==> config.mk <==
export PLATFORM = sky130hd
export DESIGN_NAME = uart_rx_fifo
export DESIGN_NICKNAME = d
export VERILOG_FILES = /design/src/rtl/uart_rx_pkg.sv /design/src/rtl/byte_fifo.sv /design/src/rtl/uart_rx_fifo.sv
export SDC_FILE = /design/constraint.sdc
export NUM_CORES = 1
export LEC_CHECK = 0
export CAP_MARGIN = 0
export CORE_MARGIN = 2
export CORE_UTILIZATION = 35
export CTS_CLUSTER_SIZE = 40
export DETAILED_ROUTE_END_ITERATION = 12
export GPL_TIMING_DRIVEN = 0
export HOLD_SLACK_MARGIN = 0.02
export SYNTH_ARGS = -nofsm -noshare
export SYNTH_HDL_FRONTEND = slang
export SYNTH_SLANG_ARGS = --single-unit
==> constraint.sdc <==
create_clock -name clk -period 3.5 [get_ports clk]
set_clock_uncertainty 0.2 [all_clocks]
set_input_delay 0.7 -clock clk [delete_from_list [all_inputs] [get_ports clk]]
set_output_delay 0.7 -clock clk [all_outputs]
set_load 0.05 [all_outputs]
==> src/rtl/uart_rx_pkg.sv <==
// Shared types and constants for the 8N1 UART receive front end.
package uart_rx_pkg;
  typedef enum logic [1:0] {IDLE, START, DATA, STOP} rx_state_t;

  localparam int OVERSAMPLE = 16;
  localparam int MID_SAMPLE = 7;
  localparam int DATA_BITS  = 8;
endpackage

==> src/rtl/byte_fifo.sv <==
// First-word fall-through byte FIFO with registered head; push lands 1 cycle after i_push_vld.
// A push into a full FIFO is dropped (o_drop pulse) unless a pop frees the slot in the same cycle.
module byte_fifo #(
  parameter int DEPTH = 4
) (
  input  logic                     clk,
  input  logic                     rst,
  input  logic                     i_push_vld,
  input  logic [7:0]               i_push_dat,
  input  logic                     i_pop_rdy,
  output logic [7:0]               o_dat,
  output logic                     o_vld,
  output logic [$clog2(DEPTH):0]   o_level,
  output logic                     o_drop
);
  localparam int AW = $clog2(DEPTH);

  logic [7:0]    r_mem [DEPTH];
  logic [AW-1:0] r_wr_ptr;
  logic [AW-1:0] r_rd_ptr;
  logic [AW:0]   r_level;
  logic [7:0]    r_dat;
  logic          r_drop;
  logic [AW-1:0] w_rd_ptr_nxt;
  logic [7:0]    w_dat_nxt;
  logic          w_full;
  logic          w_pop;
  logic          w_wr_en;

  assign w_pop        = (r_level != '0) && i_pop_rdy;
  assign w_full       = (r_level == (AW+1)'(DEPTH));
  assign w_wr_en      = i_push_vld && (!w_full || w_pop);
  assign w_rd_ptr_nxt = w_pop ? r_rd_ptr + AW'(1) : r_rd_ptr;

  // The new head is the incoming byte only when it lands on the slot the read pointer moves to.
  always_comb begin
    w_dat_nxt = r_mem[w_rd_ptr_nxt];
    if (w_wr_en && (r_wr_ptr == w_rd_ptr_nxt)) begin
      w_dat_nxt = i_push_dat;
    end
  end

  always_ff @(posedge clk or posedge rst) begin
    if (rst) begin
      for (int i = 0; i < DEPTH; i++) begin
        r_mem[i] <= '0;
      end
      r_wr_ptr <= '0;
      r_rd_ptr <= '0;
      r_level  <= '0;
      r_dat    <= '0;
      r_drop   <= 1'b0;
    end else begin
      if (w_wr_en) begin
        r_mem[r_wr_ptr] <= i_push_dat;
        r_wr_ptr        <= r_wr_ptr + AW'(1);
      end
      r_rd_ptr <= w_rd_ptr_nxt;
      case ({w_wr_en, w_pop})
        2'b10:   r_level <= r_level + (AW+1)'(1);
        2'b01:   r_level <= r_level - (AW+1)'(1);
        default: r_level <= r_level;
      endcase
      r_dat  <= w_dat_nxt;
      r_drop <= i_push_vld && w_full && !w_pop;
    end
  end

  assign o_dat   = r_dat;
  assign o_vld   = (r_level != '0);
  assign o_level = r_level;
  assign o_drop  = r_drop;
endmodule

==> src/rtl/uart_rx_fifo.sv <==
// 8N1 UART receiver (16x oversampled) feeding a FWFT byte FIFO on a valid/ready stream.
// m_valid rises 2 cycles after the stop-bit sample; bytes completing while full are dropped.
module uart_rx_fifo #(
  parameter int DIV_W      = 16,
  parameter int FIFO_DEPTH = 4,
  parameter int OVERSAMPLE = 16
) (
  input  logic                          clk,
  input  logic                          rst,
  input  logic                          rxd,
  input  logic [DIV_W-1:0]              baud_div,
  output logic [7:0]                    m_data,
  output logic                          m_valid,
  input  logic                          m_ready,
  output logic                          frame_err,
  output logic                          overrun,
  output logic [$clog2(FIFO_DEPTH):0]   fifo_level
);
  import uart_rx_pkg::*;

  localparam int OS_W = $clog2(OVERSAMPLE);
  localparam int BI_W = $clog2(DATA_BITS);

  logic                 r_sync1;
  logic                 r_rx_s;
  logic                 r_rx_d;
  logic [DIV_W-1:0]     r_tick_cnt;
  rx_state_t            r_state;
  rx_state_t            w_state_nxt;
  logic [OS_W-1:0]      r_os_cnt;
  logic [BI_W-1:0]      r_bit_idx;
  logic [DATA_BITS-1:0] r_shreg;
  logic                 r_push;
  logic                 r_frame_err;
  logic                 w_tick;
  logic                 w_mid;
  logic                 w_bit_end;
  logic                 w_os_clr;
  logic                 w_shift;
  logic                 w_stop_ok;
  logic                 w_stop_bad;

  assign w_tick    = (r_tick_cnt == '0);
  assign w_mid     = w_tick && (r_os_cnt == OS_W'(MID_SAMPLE));
  assign w_bit_end = w_tick && (r_os_cnt == OS_W'(OVERSAMPLE - 1));

  always_ff @(posedge clk or posedge rst) begin
    if (rst) begin
      r_sync1    <= 1'b1;
      r_rx_s     <= 1'b1;
      r_rx_d     <= 1'b1;
      r_tick_cnt <= '0;
    end else begin
      r_sync1    <= rxd;
      r_rx_s     <= r_sync1;
      r_rx_d     <= r_rx_s;
      r_tick_cnt <= w_tick ? baud_div : r_tick_cnt - DIV_W'(1);
    end
  end

  always_ff @(posedge clk or posedge rst) begin
    if (rst) begin
      r_state <= IDLE;
    end else begin
      r_state <= w_state_nxt;
    end
  end

  always_comb begin
    w_state_nxt = r_state;
    w_os_clr    = 1'b0;
    w_shift     = 1'b0;
    w_stop_ok   = 1'b0;
    w_stop_bad  = 1'b0;
    case (r_state)
      IDLE: begin
        if (r_rx_d && !r_rx_s) begin
          w_state_nxt = START;
          w_os_clr    = 1'b1;
        end
      end
      START: begin
        // Re-centre the bit counter on mid-start so later samples land mid-bit.
        if (w_mid) begin
          if (!r_rx_s) begin
            w_state_nxt = DATA;
            w_os_clr    = 1'b1;
          end else begin
            w_state_nxt = IDLE;
          end
        end
      end
      DATA: begin
        if (w_bit_end) begin
          w_shift = 1'b1;
          if (r_bit_idx == BI_W'(DATA_BITS - 1)) begin
            w_state_nxt = STOP;
          end
        end
      end
      STOP: begin
        if (w_bit_end) begin
          w_stop_ok   = r_rx_s;
          w_stop_bad  = !r_rx_s;
          w_state_nxt = IDLE;
        end
      end
    endcase
  end

  always_ff @(posedge clk or posedge rst) begin
    if (rst) begin
      r_os_cnt    <= '0;
      r_bit_idx   <= '0;
      r_shreg     <= '0;
      r_push      <= 1'b0;
      r_frame_err <= 1'b0;
    end else begin
      if (w_os_clr) begin
        r_os_cnt <= '0;
      end else if (w_tick && (r_state != IDLE)) begin
        r_os_cnt <= r_os_cnt + OS_W'(1);
      end
      if (w_os_clr) begin
        r_bit_idx <= '0;
      end else if (w_shift) begin
        r_bit_idx <= r_bit_idx + BI_W'(1);
      end
      if (w_shift) begin
        r_shreg <= {r_rx_s, r_shreg[DATA_BITS-1:1]};
      end
      r_push      <= w_stop_ok;
      r_frame_err <= w_stop_bad;
    end
  end

  byte_fifo #(
    .DEPTH (FIFO_DEPTH)
  ) u_fifo (
    .clk        (clk),
    .rst        (rst),
    .i_push_vld (r_push),
    .i_push_dat (r_shreg),
    .i_pop_rdy  (m_ready),
    .o_dat      (m_data),
    .o_vld      (m_valid),
    .o_level    (fifo_level),
    .o_drop     (overrun)
  );

  assign frame_err = r_frame_err;
endmodule

Word-level counts from Yosys, hierarchy flattened

Cells that the tools add are included.

Add/subtract/negate cells: 7
$lt $le $gt $ge: 3
Equality and inequality tests: 15
Multiplexer cells: 31
Bitwise gates (word level): 2
Reduce and logical (&&, ||, !) cells: 22

Operators with widths:

| operator                | count |
|---|---|
| $bwmux W32              | 1 |
| $mux W8                 | 4 |
| $bmux W8 S2             | 1 |
| $demux W8 S2            | 1 |
| $logic_not A16 Y1       | 1 |
| $mux W16                | 1 |
| $sub A16 B1 Y16 const B | 1 |
| $mux W2                 | 7 |
| $logic_and A1 B1 Y1     | 10 |
| $ne A2 B2 Y1 const B    | 5 |
| $mux W1                 | 9 |
| $mux W4                 | 2 |
| $pmux W2 S4             | 1 |
| $reduce_bool A2 Y1      | 4 |
| $add A3 B1 Y3 const B   | 2 |
| $eq A2 B2 Y1 const B    | 3 |
| $eq A3 B3 Y1 const B    | 2 |
| $ge A3 B3 Y1 const B    | 2 |
| $mux W3                 | 2 |
| $not A2 Y3              | 2 |
| $pmux W3 S2             | 1 |
| $reduce_and A5 Y1       | 1 |
| $add A2 B1 Y2 const B   | 2 |
| $add A4 B1 Y4 const B   | 1 |
| other kinds (11)        | 14 |

Register bits after elaboration: 86
Output and inout bits: 14
Word-level logic and storage cells: 99

Longest topological paths before layout

Depth after elaboration: 8
Gate-level depth with buffers: 11
Mapped depth without buffers: 9

Hierarchy

From an unflattened synthesis, not the netlist that was laid out.

Cells, all modules: 384
Area total of the unflattened synthesis: 4290.4 um^2

Modules (own cells, without submodules):

| module       | instances | cells each | area each (um^2) |
|---|---|---|---|
| byte_fifo    | 1         | 194        | 2353.5 |
| uart_rx_fifo | 1         | 190        | 1936.9 |

Worst setup path after synthesis

OpenSTA, ideal clock, no wires.

Path kind: register to register
Start point: register u_fifo.r_level[0] (netlist: u_fifo.o_level[0])
End point: register u_fifo.r_dat[0] (netlist: u_fifo.o_dat[0])
Data arrival time: 2521 ps
Slack: 654 ps
Cell stages (with the launch flop): 8
Clock period less this slack: 2846 ps
Path through: dfrtp_1 -> clkbuf_1 -> o31ai_2 -> inv_2 -> xnor2_1 -> nand3b_1 -> a31oi_2 -> mux2_2

Longest elaborated chain between the ends: 8
Elaborated cells on any way between the ends: 14

Ends and longest elaborated chain:

| element                                     | line            | RTL |
|---|---|---|
| start: declaration                          | byte_fifo.sv:21 | `logic [AW:0] r_level;` |
| start signal: assignment                    | byte_fifo.sv:60 | `2'b10: r_level <= r_level + (AW+1)'(1);` |
| start signal: assignment                    | byte_fifo.sv:61 | `2'b01: r_level <= r_level - (AW+1)'(1);` |
| start signal: assignment                    | byte_fifo.sv:62 | `default: r_level <= r_level;` |
| $reduce_bool A3 Y1                          | byte_fifo.sv:30 | `assign w_pop = (r_level != '0) && i_pop_rdy;` |
| $logic_and A1 B1 Y1                         | byte_fifo.sv:30 |  |
| $mux W2                                     | byte_fifo.sv:33 | `assign w_rd_ptr_nxt = w_pop ? r_rd_ptr + AW'(1) : r_rd_ptr;` |
| $not A2 Y3 (not written as such)            | byte_fifo.sv:37 | `w_dat_nxt = r_mem[w_rd_ptr_nxt];` |
| $bmux W8 S2                                 | byte_fifo.sv:37 |  |
| $mux W8 (not written as such) (2 in series) | byte_fifo.sv:37 |  |
| $mux W8 *                                   | byte_fifo.sv:38 | `if (w_wr_en && (r_wr_ptr == w_rd_ptr_nxt)) begin` |
| net u_fifo.w_dat_nxt[0]                     | byte_fifo.sv:25 | `logic [7:0] w_dat_nxt;` |
| end signal: assignment                      | byte_fifo.sv:64 | `r_dat <= w_dat_nxt;` |
| end: declaration                            | byte_fifo.sv:22 | `logic [7:0] r_dat;` |

The timed path passes the listed nets; every way through them passes the cells marked *. The select of a mux whose other input is x is not followed.
A chain may end at the register's enable or synchronous reset.

Worst setup path in the final report

Start point: register u_fifo.r_level[0] (netlist: u_fifo.o_level[0])
End point: register u_fifo.r_dat[1] (netlist: u_fifo.o_dat[1])

Same word-level chain as after synthesis.

==> results.sh <==
export IMPL_routed_length_on_met1_um=3940
export IMPL_postSynthAreaPerCell_um2=10.7
export IMPL_numPlacedInstances=564
export IMPL_root_buffer="clkbuf_16"
export IMPL_cts_repair_timing_setup_buffer_count=0
export IMPL_starting_utilization_of_the_core_area_pct=36.1
export IMPL_period_share_pct=92.4
export IMPL_yosysWarningCount=0
export IMPL_fin_area_mm2=0.00501
export IMPL_grt_antenna_before_repair=0
export IMPL_groute_usage_overall_pct=13.9
export IMPL_data_required_time_of_the_critical_path_ns=3.52
export IMPL_global_route_wire_length_before_repair_um=14300
export IMPL_crit_path_start_kind="flip-flop"
export IMPL_clkLatencyLatePin_ns=0.34
export IMPL_core_area_mm2=0.0115
export IMPL_dr_wl_met3_um=331
export IMPL_netlist_instances=387
export IMPL_detail_route_drc_violations=0
export IMPL_status="finished, final reports clean"
export IMPL_critical_path_type="reg -> reg"
export IMPL_timing_final_max_slew_violations=0
export IMPL_pwr_cell_area_mw_per_mm2=651
export IMPL_tritoncts_clock_tree="yes"
export IMPL_synth_enable_flop_cells=0
export IMPL_cts_root_to_sink_buffers=2
export IMPL_place_detailed_hpwl_um=5770
export IMPL_top_signal_layer_used="met4"
export IMPL_place_port_buffers=33
export IMPL_crit_end_element="flip-flop"
export IMPL_vdd_ir_drop_max_uv=443
export IMPL_floorplan_die_width_um=113
export IMPL_ys_async_rst_share_pct=100
export IMPL_max_cap_violations=0
export IMPL_synthesis_area_mm2=0.00414
export IMPL_worst_path_buf_inv=2
export IMPL_total_of_flip_flops_plus_latches_after_synthesis=86
export IMPL_timing_hold_violations_final=0
export IMPL_total_via_count_in_the_routed_design=2969
export IMPL_fin_cells=581
export IMPL_overflow=0
export IMPL_total_leakage_power_nw=2.17
export IMPL_net_count_final=463
export IMPL_ant_diodes=0
export IMPL_cts_made_buffers=9
export IMPL_worst_slew_pin_slew_ns=0.892
export IMPL_holdCritPathClass="reg -> reg"
export IMPL_cp_slowest_stage_delay_ns=0.66
export IMPL_detailedRoute_firstPassIterationCount=4
export IMPL_finalSetupViolations=0
export IMPL_rsz_0062_raised_after_global_routing="no"
export IMPL_ys_seq_area_share_pct=52.1
export IMPL_timing_fmax_mhz=309
export IMPL_vias_per_instance=5.11
export IMPL_path_clk_slew_ns=0.06
export IMPL_yosys_cell_types_count=44
export IMPL_mappedNetlistNets=417
export IMPL_first_global_vias=2983
export IMPL_wl_per_cell_um=14.4
export IMPL_critical_path_max_fanout=10
export IMPL_num_rows=39
export IMPL_die_area_mm2=0.0127
export IMPL_maximum_number_of_pins_on_one_net_before_global_route_repair=69
export IMPL_route_antenna_remaining_nets=0
export IMPL_htree_num_levels=3
export IMPL_first_iter_violations=142
export IMPL_finalWeightedCongestion=0.835
export IMPL_area_growth_synth_to_final_pct=20.9
export IMPL_post_route_cells_drive_above_1_share_pct=13.7
export IMPL_postCtsHoldBufs=0
export IMPL_cp_cell_sequence="clkbuf_1 -> o31ai_2 -> inv_2 -> xnor2_1 -> nand3b_1 -> a31oi_2 -> mux2_2"
export IMPL_synth_main_ff_cell="dfrtp_1"
export IMPL_cts_sink_count=86
export IMPL_met2_length_um=4050
export IMPL_drt_wl_total_um=8380
export IMPL_timing_critical_path_slowest_stage_cell="o31ai_2"
export IMPL_final_period_minus_worst_setup_slack_ns=3.23
export IMPL_floorplan_io_pins=34
export IMPL_cp_data_arrival_time_ns=3.25
export IMPL_worst_slew_margin_rel_pct=40.0
export IMPL_cp_top_family="compound AO/OA/AOI/OAI gates"
export IMPL_post_cts_resize_count=0
export IMPL_die_outline_height_um=113
export IMPL_dpl_cell_area_mm2=0.00468
path summary, 6_finish.rpt:
path | depth (start not counted) | endpoint | slack, ns | from
max reg2reg | 7 | u_fifo.o_dat[1] | 0.27 | u_fifo.o_level[0]
min reg2reg | 0 | r_rx_s | 0.16 | r_sync1
min in group asynchronous | 2 | r_tick_cnt[15] | 0.47 | rst
max in group asynchronous | 3 | u_fifo.r_mem[17] | 2.03 | rst
max | 7 | u_fifo.o_dat[1] | 0.27 | u_fifo.o_level[0]
min | 0 | r_rx_s | 0.16 | r_sync1
cells by family after synthesis:
kind of cell / share of synthesized area, %
muxes: 11.1
DFF: 52.1
AOI/OAI and AO/OA: 12.0
xor gates and xnor gates: 4.44
adders and majority gates: 3.20
buffers and inverters: 3.17
and+or+nand+nor: 14.1
layer usage:
layer | track usage, % | up-vias
met3 | 3.05 | 7
met5 | 0 | -
met1 | 17.8 | 1438
li1 | - | 1467
met4 | 4.23 | 0
met2 | 23.7 | 57
synthesized netlist by cell type (all sizes together), types with 2 or more instances:
master,count,share of area [%]
nand3,5,0.60
o41ai,2,0.60
clkbuf,16,1.5
xnor2,11,2.3
o21ai,32,3.9
nor4,3,0.82
or3,7,1.1
a22oi,3,0.54
mux2i,12,2.9
or4,6,1.2
and2,2,0.30
o221ai,4,0.85
ha,9,2.7
nor3,11,1.3
inv,18,1.6
o311ai,5,1.1
dfrtp,83,50
nor4b,3,0.63
mux2,30,8.2
a221o,2,0.48
nand2,39,3.5
a21oi,8,0.97
nor2,36,3.3
xor2,10,2.1
a2bb2oi,3,0.63
nor2b,2,0.30
o31ai,11,2.1
dfstp,3,1.9
layout make-up:
| cell class | instances | area [um2] |
|---|---|---|
| Buffer | 17 | 63.8 |
| Clock buffer | 9 | 225 |
| Clock inverter | 7 | 97.6 |
| Fill cell | 1104 | 6460 |
| Inverter | 18 | 70.1 |
| Multi-Input combinational cell | 266 | 1850 |
| Sequential cell | 86 | 2160 |
| Tap cell | 143 | 179 |
| Timing Repair Buffer | 35 | 363 |
placed cells by master (no fill, tap or decap), types with 10 or more instances in the layout:
cell,n
dfrtp_1,83
xor2_1,10
nor2_1,36
clkdlybuf4s50_1,33
nor3_1,11
mux2i_1,12
o21ai_0,32
clkbuf_1,16
nand2_1,39
xnor2_1,11
mux2_2,30
inv_1,16
o31ai_1,10
worst register-to-register path: cells and delay by family (launching register included):
| family | cells | cell delay [ns] |
|---|---|---|
| and+or+nand+nor | 1 | 0.20 |
| muxes | 1 | 0.43 |
| buffers and inverters | 2 | 0.38 |
| DFF | 1 | 0.37 |
| xor gates and xnor gates | 1 | 0.23 |
| AOI/OAI and AO/OA | 2 | 1.31 |
report_power, final:
group	switching [W]	total (W)	internal, W
logic	0.000612	0.00101	0.000398
clock network	0.000403	0.00103	0.000627
registers	0.000101	0.00122	0.00112
sequential cells by signal, indices dropped and copies added, names as in the netlist, 2 cells and up, named ones only:
| register | flops |
|---|---|
| r_tick_cnt | 16 |
| u_fifo.o_level | 3 |
| r_os_cnt | 4 |
| r_bit_idx | 3 |
| u_fifo.o_dat | 8 |
| u_fifo.r_rd_ptr | 2 |
| u_fifo.r_wr_ptr | 2 |
| u_fifo.r_mem | 32 |
| r_shreg | 8 |
metrics by stage:
step	TNS, ns	setup slack, ns	power [W]	util, %	hold slack [ns]
after floorplan	0	0.383	0.00195	-	0.145
after global placement	-83.68	-1.01	0.00222	40.5	0.146
after detailed placement	0	0.0412	0.00225	40.8	0.149
after CTS	0	0.321	0.00329	43.6	0.158
after global routing	0	0.0886	0.00343	43.7	0.160
final	0	0.268	0.00326	43.7	0.157
Power figures use the tool's default switching activity.
